### src/rtl/sbox_share_arbiter_if.sv
`default_nettype none
// sbox_share_arbiter_if : request/response bundle for the datapath (d_*) and key-schedule (k_*)
// requesters of the shared S-box lane. Revision 1.0

interface sbox_share_arbiter_if;
  logic       d_req_valid;
  logic [7:0] d_req_byte;
  logic       d_req_ready;
  logic       d_rsp_valid;
  logic [7:0] d_rsp_byte;
  logic       k_req_valid;
  logic [7:0] k_req_byte;
  logic       k_req_lock;
  logic       k_req_ready;
  logic       k_rsp_valid;
  logic [7:0] k_rsp_byte;

  modport master (
    output d_req_valid, d_req_byte, k_req_valid, k_req_byte, k_req_lock,
    input  d_req_ready, d_rsp_valid, d_rsp_byte, k_req_ready, k_rsp_valid, k_rsp_byte
  );

  modport slave (
    input  d_req_valid, d_req_byte, k_req_valid, k_req_byte, k_req_lock,
    output d_req_ready, d_rsp_valid, d_rsp_byte, k_req_ready, k_rsp_valid, k_rsp_byte
  );
endinterface

`default_nettype wire

### src/rtl/sbox_share_arbiter.sv
`default_nettype none
// sbox_share_arbiter : round-robin / lockable arbiter sharing one pipelined S-box lane,
// with an owner-tag pipeline routing each result back to its requester. Revision 1.0

module sbox_share_arbiter #(
  parameter int LATENCY = 2
) (
  input  wire logic           clk,
  input  wire logic           rst,
  sbox_share_arbiter_if.slave bus,
  output logic                sbox_in_valid,
  output logic [7:0]          sbox_in,
  input  wire logic [7:0]     sbox_out,
  output logic                busy
);

  typedef enum logic [1:0] {
    ARB_D_FIRST = 2'd0,
    ARB_K_FIRST = 2'd1,
    ARB_K_LOCK  = 2'd2
  } arb_state_t;

  arb_state_t         state;
  logic               d_win;
  logic               k_win;
  logic               accept;
  logic [LATENCY-1:0] tag_valid;
  logic [LATENCY-1:0] tag_owner;   // 1 = key schedule
  logic               last_valid;
  logic               last_owner;

  always_comb begin
    d_win = 1'b0;
    k_win = 1'b0;
    if (!rst) begin
      case (state)
        ARB_K_LOCK: k_win = bus.k_req_valid;
        ARB_K_FIRST: begin
          k_win = bus.k_req_valid;
          d_win = bus.d_req_valid && !bus.k_req_valid;
        end
        default: begin
          d_win = bus.d_req_valid;
          k_win = bus.k_req_valid && !bus.d_req_valid;
        end
      endcase
    end
  end

  assign accept          = d_win | k_win;
  assign bus.d_req_ready = d_win;
  assign bus.k_req_ready = k_win;
  assign sbox_in_valid   = accept;
  assign sbox_in         = d_win ? bus.d_req_byte : (k_win ? bus.k_req_byte : 8'h00);

  // Any K beat without lock (including a lock exit) hands priority to D.
  always_ff @(posedge clk) begin
    if (rst) begin
      state     <= ARB_D_FIRST;
      tag_valid <= '0;
      tag_owner <= '0;
    end else begin
      tag_valid[0] <= accept;
      tag_owner[0] <= k_win;
      for (int i = 1; i < LATENCY; i++) begin
        tag_valid[i] <= tag_valid[i-1];
        tag_owner[i] <= tag_owner[i-1];
      end
      if (k_win) begin
        state <= bus.k_req_lock ? ARB_K_LOCK : ARB_D_FIRST;
      end else if (d_win) begin
        state <= ARB_K_FIRST;
      end
    end
  end

  assign last_valid      = tag_valid[LATENCY-1] && !rst;
  assign last_owner      = tag_owner[LATENCY-1];

  assign bus.d_rsp_valid = last_valid && !last_owner;
  assign bus.d_rsp_byte  = (last_valid && !last_owner) ? sbox_out : 8'h00;
  assign bus.k_rsp_valid = last_valid && last_owner;
  assign bus.k_rsp_byte  = (last_valid && last_owner) ? sbox_out : 8'h00;

  assign busy            = !rst && ((state == ARB_K_LOCK) || (|tag_valid));

endmodule

`default_nettype wire

### src/flat_wrapper.sv
// flat-port wrapper written by rule: the top's interface ports become plain ports
module sbox_share_arbiter_flat 
#(
  parameter int LATENCY = 2
)
  (clk, rst, sbox_in_valid, sbox_in, sbox_out, busy, bus_d_req_valid, bus_d_req_byte, bus_k_req_valid, bus_k_req_byte, bus_k_req_lock, bus_d_req_ready, bus_d_rsp_valid, bus_d_rsp_byte, bus_k_req_ready, bus_k_rsp_valid, bus_k_rsp_byte);
  sbox_share_arbiter_if bus_i ();
  input  wire logic clk;
  input  wire logic rst;
  output logic sbox_in_valid;
  output logic [7:0] sbox_in;
  input  wire logic [7:0] sbox_out;
  output logic busy;
  input wire logic [$bits(bus_i.d_req_valid)-1:0] bus_d_req_valid;
  input wire logic [$bits(bus_i.d_req_byte)-1:0] bus_d_req_byte;
  input wire logic [$bits(bus_i.k_req_valid)-1:0] bus_k_req_valid;
  input wire logic [$bits(bus_i.k_req_byte)-1:0] bus_k_req_byte;
  input wire logic [$bits(bus_i.k_req_lock)-1:0] bus_k_req_lock;
  output wire logic [$bits(bus_i.d_req_ready)-1:0] bus_d_req_ready;
  output wire logic [$bits(bus_i.d_rsp_valid)-1:0] bus_d_rsp_valid;
  output wire logic [$bits(bus_i.d_rsp_byte)-1:0] bus_d_rsp_byte;
  output wire logic [$bits(bus_i.k_req_ready)-1:0] bus_k_req_ready;
  output wire logic [$bits(bus_i.k_rsp_valid)-1:0] bus_k_rsp_valid;
  output wire logic [$bits(bus_i.k_rsp_byte)-1:0] bus_k_rsp_byte;
  assign bus_i.d_req_valid = bus_d_req_valid;
  assign bus_i.d_req_byte = bus_d_req_byte;
  assign bus_i.k_req_valid = bus_k_req_valid;
  assign bus_i.k_req_byte = bus_k_req_byte;
  assign bus_i.k_req_lock = bus_k_req_lock;
  assign bus_d_req_ready = bus_i.d_req_ready;
  assign bus_d_rsp_valid = bus_i.d_rsp_valid;
  assign bus_d_rsp_byte = bus_i.d_rsp_byte;
  assign bus_k_req_ready = bus_i.k_req_ready;
  assign bus_k_rsp_valid = bus_i.k_rsp_valid;
  assign bus_k_rsp_byte = bus_i.k_rsp_byte;
  sbox_share_arbiter #(.LATENCY(LATENCY)) u_core (.clk(clk), .rst(rst), .bus(bus_i), .sbox_in_valid(sbox_in_valid), .sbox_in(sbox_in), .sbox_out(sbox_out), .busy(busy));
endmodule
### config.mk
export PLATFORM = sky130hd
export DESIGN_NAME = sbox_share_arbiter_flat
export DESIGN_NICKNAME = d
export VERILOG_FILES = /design/src/rtl/sbox_share_arbiter_if.sv /design/src/rtl/sbox_share_arbiter.sv /design/src/flat_wrapper.sv
export SDC_FILE = /design/constraint.sdc
export NUM_CORES = 1
export LEC_CHECK = 0
export ABC_CLOCK_PERIOD_IN_PS = 1900
export CAP_MARGIN = 10
export CORE_MARGIN = 5
export CORE_UTILIZATION = 25
export DETAILED_ROUTE_END_ITERATION = 8
export HOLD_SLACK_MARGIN = 0.15
export PLACE_DENSITY = 0.78
export SLEW_MARGIN = 40
export SYNTH_ARGS = -nofsm -noshare
export SYNTH_HDL_FRONTEND = slang
export SYNTH_SLANG_ARGS = --single-unit
### constraint.sdc
create_clock -name clk -period 1.9 [get_ports clk]
set_input_delay 0.285 -clock clk [delete_from_list [all_inputs] [get_ports clk]]
set_output_delay 0.285 -clock clk [all_outputs]
set_load 0.1 [all_outputs]
* Word level (Yosys, flattened, before mapping)
Index checks and enable logic that the tools add are counted.
** Operators by class
- Bitwise operators :: 1
- Eq/ne operators :: 2
- Mux-type cells :: 11
- Reduce and logical (&&, ||, !) cells :: 14
** Operators with widths (number)
- $mux 8 :: 4
- $logic_and 1x1->1 :: 6
- $mux 2 :: 3
- $logic_not 1->1 :: 4
- $reduce_or 2->1 :: 2
- $mux 1 :: 3
- $eq 2x1->1 const B :: 1
- $eq 2x2->1 const B :: 1
- $pmux 1 s2 :: 1
- $reduce_bool 2->1 :: 1
- $logic_or 1x1->1 :: 1
- $or 1x1->1 :: 1
** Word-level totals
- Bits of input ports :: 29
- Word-level logic and storage cells :: 31
- Flip-flop bits (word level) :: 6
- Output and inout port bits :: 30

* Logic depth before layout (Yosys ltp)
- Depth after elaboration :: 6
- Mapped depth :: 6
- Mapped depth without buffers :: 5

* Least setup slack after synthesis
OpenSTA, ideal clock, no wires.
- Path type :: register to output
- Start point :: register u_core.tag_valid[1]
- End point :: output port bus_d_rsp_byte[0]
- Stages on the path, launching flop included :: 3
- Buffers on the path :: 0
- Arrival time :: 2.576 ns
- Slack :: -0.961 ns
- Required time :: 1.615 ns
- Cells stage by stage :: dfxtp_1 > nor3b_2 > and2_1
** On the way
- Longest elaborated chain between the ends :: 3
** Ends and longest elaborated chain
- from (decl) :: RTL line sbox_share_arbiter.sv:27 : logic [LATENCY-1:0] tag_valid;
- from (signal, indexed assignment) :: RTL line sbox_share_arbiter.sv:66 : tag_valid[i] <= tag_valid[i-1];
- $logic_and 1x1->1 :: RTL line sbox_share_arbiter.sv:77 : assign last_valid = tag_valid[LATENCY-1] && !rst;
- $logic_and 1x1->1
- named net bus_d_rsp_valid :: RTL line flat_wrapper.sv:20 : output wire logic [$bits(bus_i.d_rsp_valid)-1:0] bus_d_rsp_valid;
- $mux 8 :: RTL line sbox_share_arbiter.sv:81 : assign bus.d_rsp_byte = (last_valid && !last_owner) ? sbox_out : 8'h00;
- to (decl) :: RTL line flat_wrapper.sv:21 : output wire logic [$bits(bus_i.d_rsp_byte)-1:0] bus_d_rsp_byte;
The timed path passes the listed nets, and every way through them passes these cells.

* Worst setup path after layout
- Start point :: register u_core.state[1]
- End point :: output port sbox_in[0]
** On the way
- Longest elaborated chain between the ends :: 6
- Elaborated cells between the ends (all ways) :: 9
** Ends and longest elaborated chain
- from (decl) :: RTL line sbox_share_arbiter.sv:23 : arb_state_t state;
- from (signal assigned) :: RTL line sbox_share_arbiter.sv:70 : state <= bus.k_req_lock ? ARB_K_LOCK : ARB_D_FIRST;
- $eq 2x1->1 or $eq 2x2->1 (tied branches) :: RTL line sbox_share_arbiter.sv:36 : case (state)
- $reduce_or 2->1 (no source line)
- $mux 1 :: RTL line sbox_share_arbiter.sv:36
- $mux 1 :: RTL line sbox_share_arbiter.sv:35 : if (!rst) begin
- $mux 8 :: RTL line sbox_share_arbiter.sv:54 : assign sbox_in = d_win ? bus.d_req_byte : (k_win ? bus.k_req_byte : 8'h00);
- $mux 8 (*) :: RTL line sbox_share_arbiter.sv:54
- to (decl) :: RTL line flat_wrapper.sv:11 : output logic [7:0] sbox_in;
Mark *: on every way between the ends. The rest lies on a longest branch, timed or not.

==> results.txt <==
----------------------------------------------------
[Worst setup path]
  Crit-path max cell delay ... 0.33 ns
  Cell at the slowest stage of the critical path ... dfxtp_2
  Maximum fanout count along the critical path ... 6
  Launching point of the worst reg2reg path ... u_core.state[1]$_SDFFE_PP0P_
  Internal reg-to-reg setup slack ... 0.40 ns
  Worst EP arrival ... 1.66 ns
  Critical-path cell list ... inv_2 -> ha_4 -> and2b_1 -> o211a_4 -> a22o_4 -> buf_12
  Type of the worst setup path ... reg -> out
  Sort of element at the end of the critical path ... output port
  Required time of the critical path ... 1.62 ns
  Critical Path Source Type ... register
  FF-to-FF path depth ... 6
  Worst R2R End ... u_core.state[1]$_SDFFE_PP0P_

[Power]
  Static Leak ... 0.726 nW
  Highest ir drop seen on vdd ... 0.000420 V
  Tot Pwr ... 766 µW
  Power density normalized to cell area ... 461 mW/mm²

[Final layout]
  Area Growth Syn to Fin ... 251%
  Antenna fix cells ... 0
  Layout cells sized above 1 ... 0.683
  Number of non-filler instances in the completed layout ... 151
  FF/Latch Area ... 126 µm²
  Fin nets ... 159
  Final Core Density ... 0.940
  Total of fill cells in the finished design ... 53
  Area of the multi-input gates ... 503 µm²

[Floorplanning]
  Floorplan Core Area ... 0.00176 mm²
  Starting density of the core ... 0.268
  IO Count ... 59
  Die width ... 53.5 µm
  Die Ht ... 53.5 µm
  Die ar. ... 0.00286 mm²
  Row Count ... 15

[Run status]
  Violations in the final reports ... setup timing
  Status ... finished with violations

[Routing]
  DRC marker count from the first detailed-route iteration ... 6
  DR vias/cell ... 4.89
  Post-route antenna net violation count ... 0
  DR WL/cell ... 17.6 µm
  First drt pass iteration count ... 4
  Via count ... 738
  Final routed wirelength across all metal layers ... 2.66 mm
  Post-detailed-route DRC marker count ... 0

[GRT]
  Wire length of the first global-routing pass ... 3.90 mm
  Initial antenna violation count ... 0
  GRT overflow ... 0
  Vias in the first global route ... 829
  Combined global-route utilization of all metal layers ... 0.198
  Busiest metal layer after global routing ... met2
  GR met3 Demand/Resource ... 0.0930
  Largest net degree at the start of global routing ... 10
  Met1 usage in global routing ... 0.150
  GR Util met2 ... 0.402

[Timing]
  Sum of negative setup slack ... -0.303 ns
  Period utilization ... 1.02
  Peak Freq ... 515 MHz
  Setup violators final ... 9
  Fin worst setup slack ... -0.0433 ns
  Slew HR ... 0.807
  Clock skew after layout ... 0.00309 ns
  Setup repair after global routing missed its margin ... yes
  Final Critical Period ... 1.94 ns
  Slew of the pin with the lowest slew margin ... 0.288 ns
  Final-report max-slew violation count ... 0
  Fin. Hold Viols ... 0

[Synth]
  YS warnings ... 0
  Most frequent cell after synthesis ... and2_1
  Main area contributors after synthesis ... dfxtp_1 25%, and2_1 24%, a22o_1 15%
  Net count of the mapped netlist ... 86
  Synth top area share ... 0.254
  Number of instances in the synthesized netlist ... 55
  EDFF count, synth ... 0
  Proportion of synthesized flip-flops having asynchronous set or reset ... 0
  Synth cell count leaders ... 18 x and2_1, 8 x a22o_1, 6 x dfxtp_1
  Netlist Area Pre-Place ... 473 µm²
  Cell type with the largest total area after synthesis ... dfxtp_1
  Number of synthesized register bits ... 6
  Most used DFF post-synth ... dfxtp_1
  Mean area per synthesized cell ... 8.60 µm²
  Distinct cell type count of the synthesized netlist ... 21
  Share of the yosys chip area belonging to registers ... 0.254

[Place]
  Detailed-placement wirelength estimate ... 1.96 mm
  Inst Count DP ... 142
  IO Port Bufs ... 58
  Routability cong. ... 0.706
  Worst Setup Slack post-DPL ... -0.151 ns

[Worst hold path]
  Hold path depth ... 1
  Worst-case hold path end point ... u_core.tag_valid[1]$_SDFF_PP0_
  Hold path start ... u_core.tag_valid[0]$_SDFF_PP0_
  Worst hold path class ... reg -> reg

[Clock tree]
  CTS tree ... yes
  CTS root buffer ... clkbuf_4
  TritonCTS buffer count ... 3
  Clock-pin slew on the worst setup and hold paths ... 0.04 ns
  Hold_buf cts ... 0
  H-tree level count ... 1
  Worst-Skew Late Latency ... 0.23 ns
  Number of clock sinks ... 6
  Max Buffers Root-to-Sink ... 2

[Job]
  Max cap viols ... 0

----------------------------------------------------
==> how the worst max path moves through the flow <==
stage,startpoint,end,slack (ns),depth (start not counted)
final,u_core.state[1]$_SDFFE_PP0P_,sbox_in[0],-0.04,6
after global routing,u_core.state[1]$_SDFFE_PP0P_,sbox_in[0],-0.10,6
after CTS,u_core.state[1]$_SDFFE_PP0P_,sbox_in[5],-0.04,6
after detailed placement,bus_k_req_valid,sbox_in[5],-0.15,5
after global placement,bus_k_req_valid,sbox_in[4],-0.12,5
after floorplan,u_core.tag_valid[1]$_SDFF_PP0_,bus_d_rsp_byte[1],-0.20,2
==> repair_timing <==
action	CTS	global route
endpoints found under the setup margin	10	26
pin swaps	15	3
resized for setup	12	3
buffers inserted	3	1
gates cloned	2	0
==> worst max-delay path: cells and delay by family (launching register included) <==
family | cells | cell delay (ns)
fa+ha+maj | 1 | 0.15
simple gates | 1 | 0.18
buf+inv | 2 | 0.21
compound gates | 2 | 0.54
flops | 1 | 0.33
==> flip-flops by register name, summed over array words and instances, names as in the netlist <==
signal and count:
u_core.state 2, u_core.tag_owner 2, u_core.tag_valid 2
==> stage by stage <==
step / cell area [µm²] / hold WS (ns)
detailed placement: 1530 / 0.448
global placement: 1530 / 0.415
finish: 1660 / 0.459
global route: 1660 / 0.481
floorplan: 604 / 0.349
CTS: 1640 / 0.461
==> report_power, final <==
part           internal, mW  total, mW  switching, mW
Combinational         0.224      0.513          0.288
Clock                0.0711      0.111         0.0401
Sequential            0.135      0.142        0.00634
==> area by class of cell <==
type                       count  area share
inverter                       3     0.00679
tap                           25      0.0189
clock buffer                   3      0.0136
sequential                     6      0.0762
timing repair buffer          69       0.581
multi-input combinational     45       0.303
==> cell families (layout without fill, tap and decap cells) <==
family | after synthesis | after routing | share of synthesized area
AND/OR/NAND/NOR | 29 | 30 | 0.384
AO/OA/AOI/OAI | 12 | 13 | 0.243
flip-flops | 6 | 6 | 0.254
buffers and inverters | 6 | 75 | 0.0661
adder cells (fa/ha/maj) | 2 | 2 | 0.0529
==> cell usage in the layout (no fill, tap or decap) <==
| master | instances |
|---|---|
| a22o_4 | 8 |
| a21boi_4 | 1 |
| or2_1 | 1 |
| nor3b_4 | 1 |
| and2_4 | 10 |
| ha_4 | 2 |
| inv_2 | 3 |
| o21a_1 | 1 |
| dfxtp_2 | 2 |
| o211a_4 | 2 |
| dlymetal6s2s_1 | 1 |
| nor3_1 | 1 |
| nor2b_1 | 2 |
| o41ai_2 | 1 |
| dfxtp_1 | 3 |
| buf_12 | 30 |
| and2b_1 | 1 |
| clkbuf_4 | 3 |
| and2_2 | 8 |
| and2_1 | 1 |
| nor2_1 | 1 |
| or2_4 | 1 |
| clkdlybuf4s50_1 | 26 |
| dlygate4sd2_1 | 1 |
| and3_2 | 1 |
| nand3_1 | 1 |
| buf_4 | 11 |
| dfxtp_4 | 1 |
| nor2_2 | 1 |
==> routing by layer <==
layer | vias to the layer above | share of wire
li1 | 337 | -
met1 | 335 | 0.32
met5 | - | 0
met2 | 60 | 0.50
met4 | 0 | 0.027
met3 | 6 | 0.15
(Power assumes the default switching activity.)
